File: config.mk
export PLATFORM = sky130hd
export DESIGN_NAME = classifier_lookup_nway
export DESIGN_NICKNAME = d
export VERILOG_FILES = /design/src/rtl/classifier_lookup_nway.sv
export SDC_FILE = /design/constraint.sdc
export NUM_CORES = 1
export LEC_CHECK = 0
export BUFFER_PORTS_ARGS = -buffer_cell sky130_fd_sc_hd__buf_4
export CAP_MARGIN = 20
export CORE_AREA = 2 2 197 199
export DETAILED_ROUTE_END_ITERATION = 6
export DIE_AREA = 0 0 199 201
export GPL_ROUTABILITY_DRIVEN = 0
export PLACE_DENSITY = 0.67
export SLEW_MARGIN = 5
export SYNTH_ARGS = -nofsm -noshare
export SYNTH_HDL_FRONTEND = slang
export SYNTH_SLANG_ARGS = --single-unit
File: constraint.sdc
create_clock -name clk -period 5.7 [get_ports clk]
set_input_delay 0.285 -clock clk [delete_from_list [all_inputs] [get_ports clk]]
set_output_delay 0.285 -clock clk [all_outputs]
set_load 0.01 [all_outputs]
File: src/rtl/classifier_lookup_nway.sv
// ============================================================================
// classifier_lookup_nway : N-way cuckoo-hash lookup with key compare and aging
// Revision 1.0 - initial release
// ============================================================================
`default_nettype none

module classifier_lookup_nway #(
  parameter int NWAYS             = 2,
  parameter int DEPTH_NBITS       = 12,
  parameter int VALUE_DEPTH_NBITS = 12,
  parameter int KEY_NBITS         = 104,
  parameter int ETIME_NBITS       = 16,
  parameter int TIMEOUT_CYCLES    = 64
) (
  input  logic                                   clk,
  input  logic                                   rstn,
  input  logic [ETIME_NBITS-1:0]                 current_time,
  input  logic [ETIME_NBITS-1:0]                 aging_time,
  input  logic                                   req_valid,
  output logic                                   req_ready,
  input  logic [KEY_NBITS-1:0]                   req_key,
  input  logic [NWAYS*DEPTH_NBITS-1:0]           req_hash,
  output logic [NWAYS-1:0]                       bkt_rd,
  output logic [NWAYS*DEPTH_NBITS-1:0]           bkt_raddr,
  input  logic [NWAYS-1:0]                       bkt_ack,
  input  logic [NWAYS*(VALUE_DEPTH_NBITS+1)-1:0] bkt_rdata,
  output logic                                   key_rd,
  output logic [VALUE_DEPTH_NBITS-1:0]           key_raddr,
  input  logic                                   key_ack,
  input  logic [KEY_NBITS-1:0]                   key_rdata,
  output logic                                   etime_rd,
  output logic [VALUE_DEPTH_NBITS-1:0]           etime_raddr,
  input  logic                                   etime_ack,
  input  logic [ETIME_NBITS-1:0]                 etime_rdata,
  output logic                                   resp_valid,
  output logic                                   resp_hit,
  output logic                                   resp_expired,
  output logic                                   resp_timeout,
  output logic [1:0]                             resp_way,
  output logic [VALUE_DEPTH_NBITS-1:0]           resp_idx,
  output logic                                   sup_valid,
  output logic [NWAYS*DEPTH_NBITS-1:0]           sup_hash,
  output logic [KEY_NBITS-1:0]                   sup_key
);

  localparam int IDX_W  = VALUE_DEPTH_NBITS;
  localparam int HASH_W = NWAYS * DEPTH_NBITS;
  localparam int BKT_W  = VALUE_DEPTH_NBITS + 1;
  localparam int TO_W   = $clog2(TIMEOUT_CYCLES + 1);

  typedef enum logic [3:0] {
    IDLE       = 4'd0,
    BKT_RD     = 4'd1,
    BKT_WAIT   = 4'd2,
    SCAN       = 4'd3,
    KEY_RD     = 4'd4,
    KEY_WAIT   = 4'd5,
    ETIME_RD   = 4'd6,
    ETIME_WAIT = 4'd7,
    HIT        = 4'd8,
    EXPIRED    = 4'd9,
    MISS       = 4'd10,
    TERR       = 4'd11
  } state_t;

  state_t state, state_nxt;

  logic [KEY_NBITS-1:0]   key_q;
  logic [HASH_W-1:0]      hash_q;
  logic [NWAYS-1:0]       acked;
  logic [NWAYS-1:0]       bkt_vld;
  logic [IDX_W-1:0]       bkt_idx [NWAYS];
  logic [2:0]             scan_ptr;
  logic [1:0]             cur_way;
  logic [IDX_W-1:0]       cur_idx;
  logic [TO_W-1:0]        wait_cnt;

  logic [NWAYS-1:0]       rd_vld;
  logic [IDX_W-1:0]       rd_idx [NWAYS];
  logic                   found;
  logic [1:0]             found_way;
  logic [IDX_W-1:0]       found_idx;
  logic [ETIME_NBITS-1:0] age;
  logic                   key_match;
  logic                   expiring;
  logic                   in_wait;
  logic                   term_nxt;
  logic                   accept;

  generate
    for (genvar g = 0; g < NWAYS; g++) begin : g_unpack
      assign rd_vld[g] = bkt_rdata[g*BKT_W + IDX_W];
      assign rd_idx[g] = bkt_rdata[g*BKT_W +: IDX_W];
    end
  endgenerate

  assign age       = current_time - etime_rdata;
  assign key_match = (key_rdata == key_q);
  assign expiring  = (wait_cnt == TO_W'(TIMEOUT_CYCLES - 1));
  assign in_wait   = (state == BKT_WAIT) || (state == KEY_WAIT) || (state == ETIME_WAIT);
  assign accept    = (state == IDLE) && req_valid;
  assign term_nxt  = (state_nxt == HIT) || (state_nxt == EXPIRED) ||
                     (state_nxt == MISS) || (state_nxt == TERR);

  // Descending walk so the lowest eligible way is the one left selected.
  always_comb begin
    found     = 1'b0;
    found_way = '0;
    found_idx = '0;
    for (int w = NWAYS - 1; w >= 0; w--) begin
      if (bkt_vld[w] && (3'(w) >= scan_ptr)) begin
        found     = 1'b1;
        found_way = 2'(w);
        found_idx = bkt_idx[w];
      end
    end
  end

  always_comb begin
    state_nxt = state;
    case (state)
      IDLE:       if (req_valid) state_nxt = BKT_RD;
      BKT_RD:     state_nxt = BKT_WAIT;
      BKT_WAIT: begin
        if (&(acked | bkt_ack)) state_nxt = SCAN;
        else if (expiring)      state_nxt = TERR;
      end
      SCAN:       state_nxt = found ? KEY_RD : MISS;
      KEY_RD:     state_nxt = KEY_WAIT;
      KEY_WAIT: begin
        if (key_ack)       state_nxt = key_match ? ETIME_RD : SCAN;
        else if (expiring) state_nxt = TERR;
      end
      ETIME_RD:   state_nxt = ETIME_WAIT;
      ETIME_WAIT: begin
        if (etime_ack)     state_nxt = (age <= aging_time) ? HIT : EXPIRED;
        else if (expiring) state_nxt = TERR;
      end
      HIT, EXPIRED, MISS, TERR: state_nxt = IDLE;
      default:    state_nxt = IDLE;
    endcase
  end

  always_ff @(posedge clk or negedge rstn) begin
    if (!rstn) begin
      state    <= IDLE;
      wait_cnt <= '0;
    end else begin
      state    <= state_nxt;
      wait_cnt <= in_wait ? wait_cnt + TO_W'(1) : '0;
    end
  end

  always_ff @(posedge clk or negedge rstn) begin
    if (!rstn) begin
      key_q    <= '0;
      hash_q   <= '0;
      acked    <= '0;
      bkt_vld  <= '0;
      scan_ptr <= '0;
      cur_way  <= '0;
      cur_idx  <= '0;
      for (int w = 0; w < NWAYS; w++) bkt_idx[w] <= '0;
    end else begin
      if (accept) begin
        key_q    <= req_key;
        hash_q   <= req_hash;
        acked    <= '0;
        bkt_vld  <= '0;
        scan_ptr <= '0;
      end
      // Only the first ack per way is honoured; repeats are dropped.
      if (state == BKT_WAIT) begin
        acked <= acked | bkt_ack;
        for (int w = 0; w < NWAYS; w++) begin
          if (bkt_ack[w] && !acked[w]) begin
            bkt_vld[w] <= rd_vld[w];
            bkt_idx[w] <= rd_idx[w];
          end
        end
      end
      if ((state == SCAN) && found) begin
        cur_way <= found_way;
        cur_idx <= found_idx;
      end
      if ((state == KEY_WAIT) && key_ack && !key_match)
        scan_ptr <= {1'b0, cur_way} + 3'd1;
    end
  end

  // Outputs are decoded from the next state so they align with the state register.
  always_ff @(posedge clk or negedge rstn) begin
    if (!rstn) begin
      req_ready    <= 1'b1;
      bkt_rd       <= '0;
      bkt_raddr    <= '0;
      key_rd       <= 1'b0;
      key_raddr    <= '0;
      etime_rd     <= 1'b0;
      etime_raddr  <= '0;
      resp_valid   <= 1'b0;
      resp_hit     <= 1'b0;
      resp_expired <= 1'b0;
      resp_timeout <= 1'b0;
      resp_way     <= '0;
      resp_idx     <= '0;
      sup_valid    <= 1'b0;
      sup_hash     <= '0;
      sup_key      <= '0;
    end else begin
      req_ready  <= (state_nxt == IDLE);
      bkt_rd     <= {NWAYS{state_nxt == BKT_RD}};
      key_rd     <= (state_nxt == KEY_RD);
      etime_rd   <= (state_nxt == ETIME_RD);
      resp_valid <= term_nxt;
      sup_valid  <= (state_nxt == MISS) || (state_nxt == EXPIRED);

      if (accept)                                    bkt_raddr   <= req_hash;
      if ((state == SCAN) && found)                  key_raddr   <= found_idx;
      if ((state == KEY_WAIT) && key_ack && key_match) etime_raddr <= cur_idx;

      if (term_nxt) begin
        resp_hit     <= (state_nxt == HIT);
        resp_expired <= (state_nxt == EXPIRED);
        resp_timeout <= (state_nxt == TERR);
        if ((state_nxt == HIT) || (state_nxt == EXPIRED)) begin
          resp_way <= cur_way;
          resp_idx <= cur_idx;
        end else begin
          resp_way <= '0;
          resp_idx <= '0;
        end
      end
      if ((state_nxt == MISS) || (state_nxt == EXPIRED)) begin
        sup_hash <= hash_q;
        sup_key  <= key_q;
      end
    end
  end

endmodule

`default_nettype wire
==> results.sh <==
export IMPL_combinational_family_with_the_most_area_after_synthesis="simple AND/OR/NAND/NOR gates"
export IMPL_timing_worst_slew_pin_value_ns=1.08
export IMPL_io_pin_count=513
export IMPL_die_width_um=199
export IMPL_post_route_cells_drive_above_1_share=0.356
export IMPL_wire_length_of_the_first_global_routing_pass_mm=78.1
export IMPL_cts_root_to_sink_buffers=3
export IMPL_power_leakage_nw=11.4
export IMPL_maximum_vdd_drop_mv=0.282
export IMPL_power_density_mw_per_mm2=485
export IMPL_tritoncts_clock_tree="done"
export IMPL_multiplexer_share_of_the_synthesized_area=0.124
export IMPL_tritoncts_num_buffers=39
export IMPL_synth_avg_cell_area_um2=10.8
export IMPL_clkSinkCount=344
export IMPL_synth_ff_type="sky130_fd_sc_hd__dfrtp_1"
export IMPL_ys_seq_elements=344
export IMPL_worst_setup_path_type="in2reg"
export IMPL_drc=0
export IMPL_finalCriticalPeriod_ns=4.65
export IMPL_root_buffer="sky130_fd_sc_hd__clkbuf_16"
export IMPL_syn_nets=1755
export IMPL_row_count=72
export IMPL_synthesis_yosys_warnings=0
export IMPL_grt_max_degree=154
export IMPL_hold_path_endpoint="state[1]"
export IMPL_endpoint_kind_of_the_worst_setup_timing_path="flip-flop"
export IMPL_routed_wl_mm=50.8
export IMPL_synth_xor_xnor_area_share=0.0670
export IMPL_clock_skew_ns=0.0169
export IMPL_synth_largest_area_cell="sky130_fd_sc_hd__dfrtp_1"
export IMPL_finalHoldWorstSlack_ns=0.186
export IMPL_required_ns=6.12
export IMPL_grt_remaining_overflow=0
export IMPL_worstSkewPairLatency_ns=0.55
export IMPL_final_max_slew_violation_count=0
export IMPL_final_hold_violation_count=0
export IMPL_synth_edff_count=0
export IMPL_worst_hold_path_num_cells=4
export IMPL_grt_setup_unrepaired="no"
export IMPL_initial_utilization=0.401
export IMPL_route_layer_met1_wl_mm=20.0
export IMPL_cell_with_the_most_instances_after_synthesis="sky130_fd_sc_hd__nand2_1"
export IMPL_grt_antenna_before_repair=3
export IMPL_r2r_end="etime_raddr[4]"
export IMPL_synth_top_cell_area_share=0.562
export IMPL_route_top_layer_used="met4"
export IMPL_worst_r2r_path_depth=8
export IMPL_die_height_um=201
export IMPL_netlist_cell_type_count=54
export IMPL_io_buffers=511
export IMPL_post_synth_most_frequent_cells="426 x sky130_fd_sc_hd__nand2_1, 343 x sky130_fd_sc_hd__dfrtp_1, 156 x sky130_fd_sc_hd__mux2_2"
export IMPL_hold_path_class="in2reg"
export IMPL_slew_limit_headroom=0.279
export IMPL_met3_length_mm=3.92
export IMPL_synth_yosys_seq_area_share=0.563
export IMPL_hp_start="etime_ack"
export IMPL_setup_violations=0
export IMPL_yosys_top_cells_area="sky130_fd_sc_hd__dfrtp_1 56%, sky130_fd_sc_hd__mux2_2 11%, sky130_fd_sc_hd__nand2_1 10%"
export IMPL_wire_per_inst_um=19.4
export IMPL_cp_start_kind="input pin"
export IMPL_reg2reg_slack_ns=2.09
export IMPL_fmax_mhz=215
export IMPL_post_drt_via_cell_ratio=4.93
export IMPL_yosys_area_share_simple=0.144
export IMPL_synth_compound_gate_area_share=0.0433
export IMPL_critical_path_reg2reg_startpoint="key_q[6]"
export IMPL_arithmetic_cell_share_of_the_synthesized_area_counting_full_adders_half_adders_and_majority_gates=0.0275
export IMPL_die_area_mm2=0.0400
export IMPL_async_reset_ff_frac=1.00
export IMPL_totalPowerFinal_mw=10.9
export IMPL_largest_fanout_on_the_critical_path=36
export IMPL_first_global_vias=13652
export IMPL_setup_tns_ns=0
export IMPL_dr_total_vias=12911
export IMPL_drt_iter0_drc=610
export IMPL_dp_hpwl_mm=36.6
export IMPL_netlist_area_mm2=0.0153
export IMPL_timing_final_crit_share=0.815
export IMPL_final_antenna_net_count=0
export IMPL_coreArea_mm2=0.0381
export IMPL_syn2layout_area_growth_pct=46.9
export IMPL_crit_arrival_ns=5.07
export IMPL_final_nets=2420
export IMPL_cts_htree_levels=2
export IMPL_max_cap_violations=0
export IMPL_postSynthCellCount=1409
export IMPL_outcome="finished clean"
export IMPL_gr_usage_all_layers=0.256
export IMPL_drt_pre_antenna_iters=5
export IMPL_clk_pin_slew_worst_paths_ns=0.06
export IMPL_met2RoutedLength_mm=24.9
metrics by stage:
step,utilization,instance area [um^2],worst slack (ns),instances
after floorplan,-,15300,1.64,1409
after global placement,0.517,19700,0.663,2394
after detailed placement,0.517,19700,0.513,2394
after CTS,0.589,22400,1.08,2617
after global routing,0.589,22500,0.632,2619
final,0.589,22500,1.05,2621
power by group:
| group | total, mW | internal (mW) | leakage [nW] | switching (mW) |
|---|---|---|---|---|
| registers | 4.32 | 3.50 | 4.36 | 0.825 |
| logic | 4.21 | 2.14 | 6.45 | 2.07 |
| clock network | 2.35 | 1.37 | 0.576 | 0.982 |
| total | 10.9 | 7.00 | 11.4 | 3.88 |
placed cells by master (no fill, tap or decap), types with 8 or more instances in the layout:
| cell | n |
|---|---|
| sky130_fd_sc_hd__mux2_2 | 156 |
| sky130_fd_sc_hd__inv_1 | 50 |
| sky130_fd_sc_hd__nor3_1 | 12 |
| sky130_fd_sc_hd__a22o_1 | 12 |
| sky130_fd_sc_hd__nor2_1 | 29 |
| sky130_fd_sc_hd__nand2_1 | 425 |
| sky130_fd_sc_hd__a22oi_1 | 12 |
| sky130_fd_sc_hd__nor4_1 | 13 |
| sky130_fd_sc_hd__buf_4 | 521 |
| sky130_fd_sc_hd__a21oi_1 | 24 |
| sky130_fd_sc_hd__xnor2_1 | 75 |
| sky130_fd_sc_hd__mux2_4 | 8 |
| sky130_fd_sc_hd__nand4_1 | 20 |
| sky130_fd_sc_hd__o21ai_0 | 26 |
| sky130_fd_sc_hd__xor2_1 | 42 |
| sky130_fd_sc_hd__nand3_1 | 13 |
| sky130_fd_sc_hd__dlygate4sd3_1 | 157 |
| sky130_fd_sc_hd__clkbuf_1 | 14 |
| sky130_fd_sc_hd__clkbuf_16 | 40 |
| sky130_fd_sc_hd__ha_1 | 32 |
| sky130_fd_sc_hd__dfrtp_1 | 343 |
worst max path at each step:
stage                               start           end  slack, ns  depth (start not counted)
after detailed placement  current_time[0]  sup_hash[10]       0.51                         21
after floorplan            etime_rdata[2]  sup_hash[14]       1.64                         20
after global placement    current_time[2]   sup_hash[1]       0.66                         19
after CTS                 current_time[0]   sup_hash[8]       1.08                         21
final                     current_time[0]  sup_hash[13]       1.05                         21
after global routing      current_time[0]  sup_hash[13]       0.63                         21
flip-flops by register name (all words and copies together), names as in the netlist, 4 cells and up:
register,flops
bkt_idx,24
etime_raddr,12
state,4
wait_cnt,7
sup_hash,24
bkt_raddr,24
resp_idx,12
key_q,104
key_raddr,12
sup_key,104
cell families after synthesis:
group           after synthesis
fa+ha+maj                    33
simple gates                538
compound gates              100
flops                       344
buf+inv                     110
xor+xnor                    117
mux                         166
other cells                   1
worst max-delay path, stage by stage:
cell	delay, ns
sky130_fd_sc_hd__buf_4	0.11
sky130_fd_sc_hd__inv_1	0.05
sky130_fd_sc_hd__ha_1	0.18
sky130_fd_sc_hd__fa_1	0.22
sky130_fd_sc_hd__nor2b_1	0.05
sky130_fd_sc_hd__o21ai_0	0.19
sky130_fd_sc_hd__a21boi_0	0.19
sky130_fd_sc_hd__o41ai_1	0.63
sky130_fd_sc_hd__o2111ai_1	0.24
sky130_fd_sc_hd__a31o_2	0.27
sky130_fd_sc_hd__a21oi_1	0.17
sky130_fd_sc_hd__xnor2_1	0.08
sky130_fd_sc_hd__ha_1	0.31
sky130_fd_sc_hd__and4_1	0.23
sky130_fd_sc_hd__nand4_1	0.12
sky130_fd_sc_hd__a21oi_1	0.16
sky130_fd_sc_hd__a41oi_1	0.06
sky130_fd_sc_hd__a21o_1	0.24
sky130_fd_sc_hd__nand2_4	0.55
sky130_fd_sc_hd__buf_4	0.36
sky130_fd_sc_hd__mux2_2	0.36
per-layer routing:
metal  global-route usage  vias up
met1                0.305     6289
met4               0.0994        0
li1                     -     5990
met3               0.0736      117
met2                0.434      515
met5                    0        -
area by class of cell:
cell class                      instances  area, um^2
Antenna cell                            4        10.0
Clock buffer                           60        1140
Clock inverter                          6        47.5
Fill cell                            3154       15600
Inverter                               51         194
Multi-Input combinational cell        955        6230
Sequential cell                       344        8610
Tap cell                              518         648
Timing Repair Buffer                  683        5580
timing repair:
action                                  4_1_cts  5_1_grt
hold buffers                                157        0
endpoints found under the hold margin       215        0
endpoints found under the setup margin        0        0
gates resized for setup                       0        0
setup buffers                                 0        0
(Power assumes the default switching activity.)
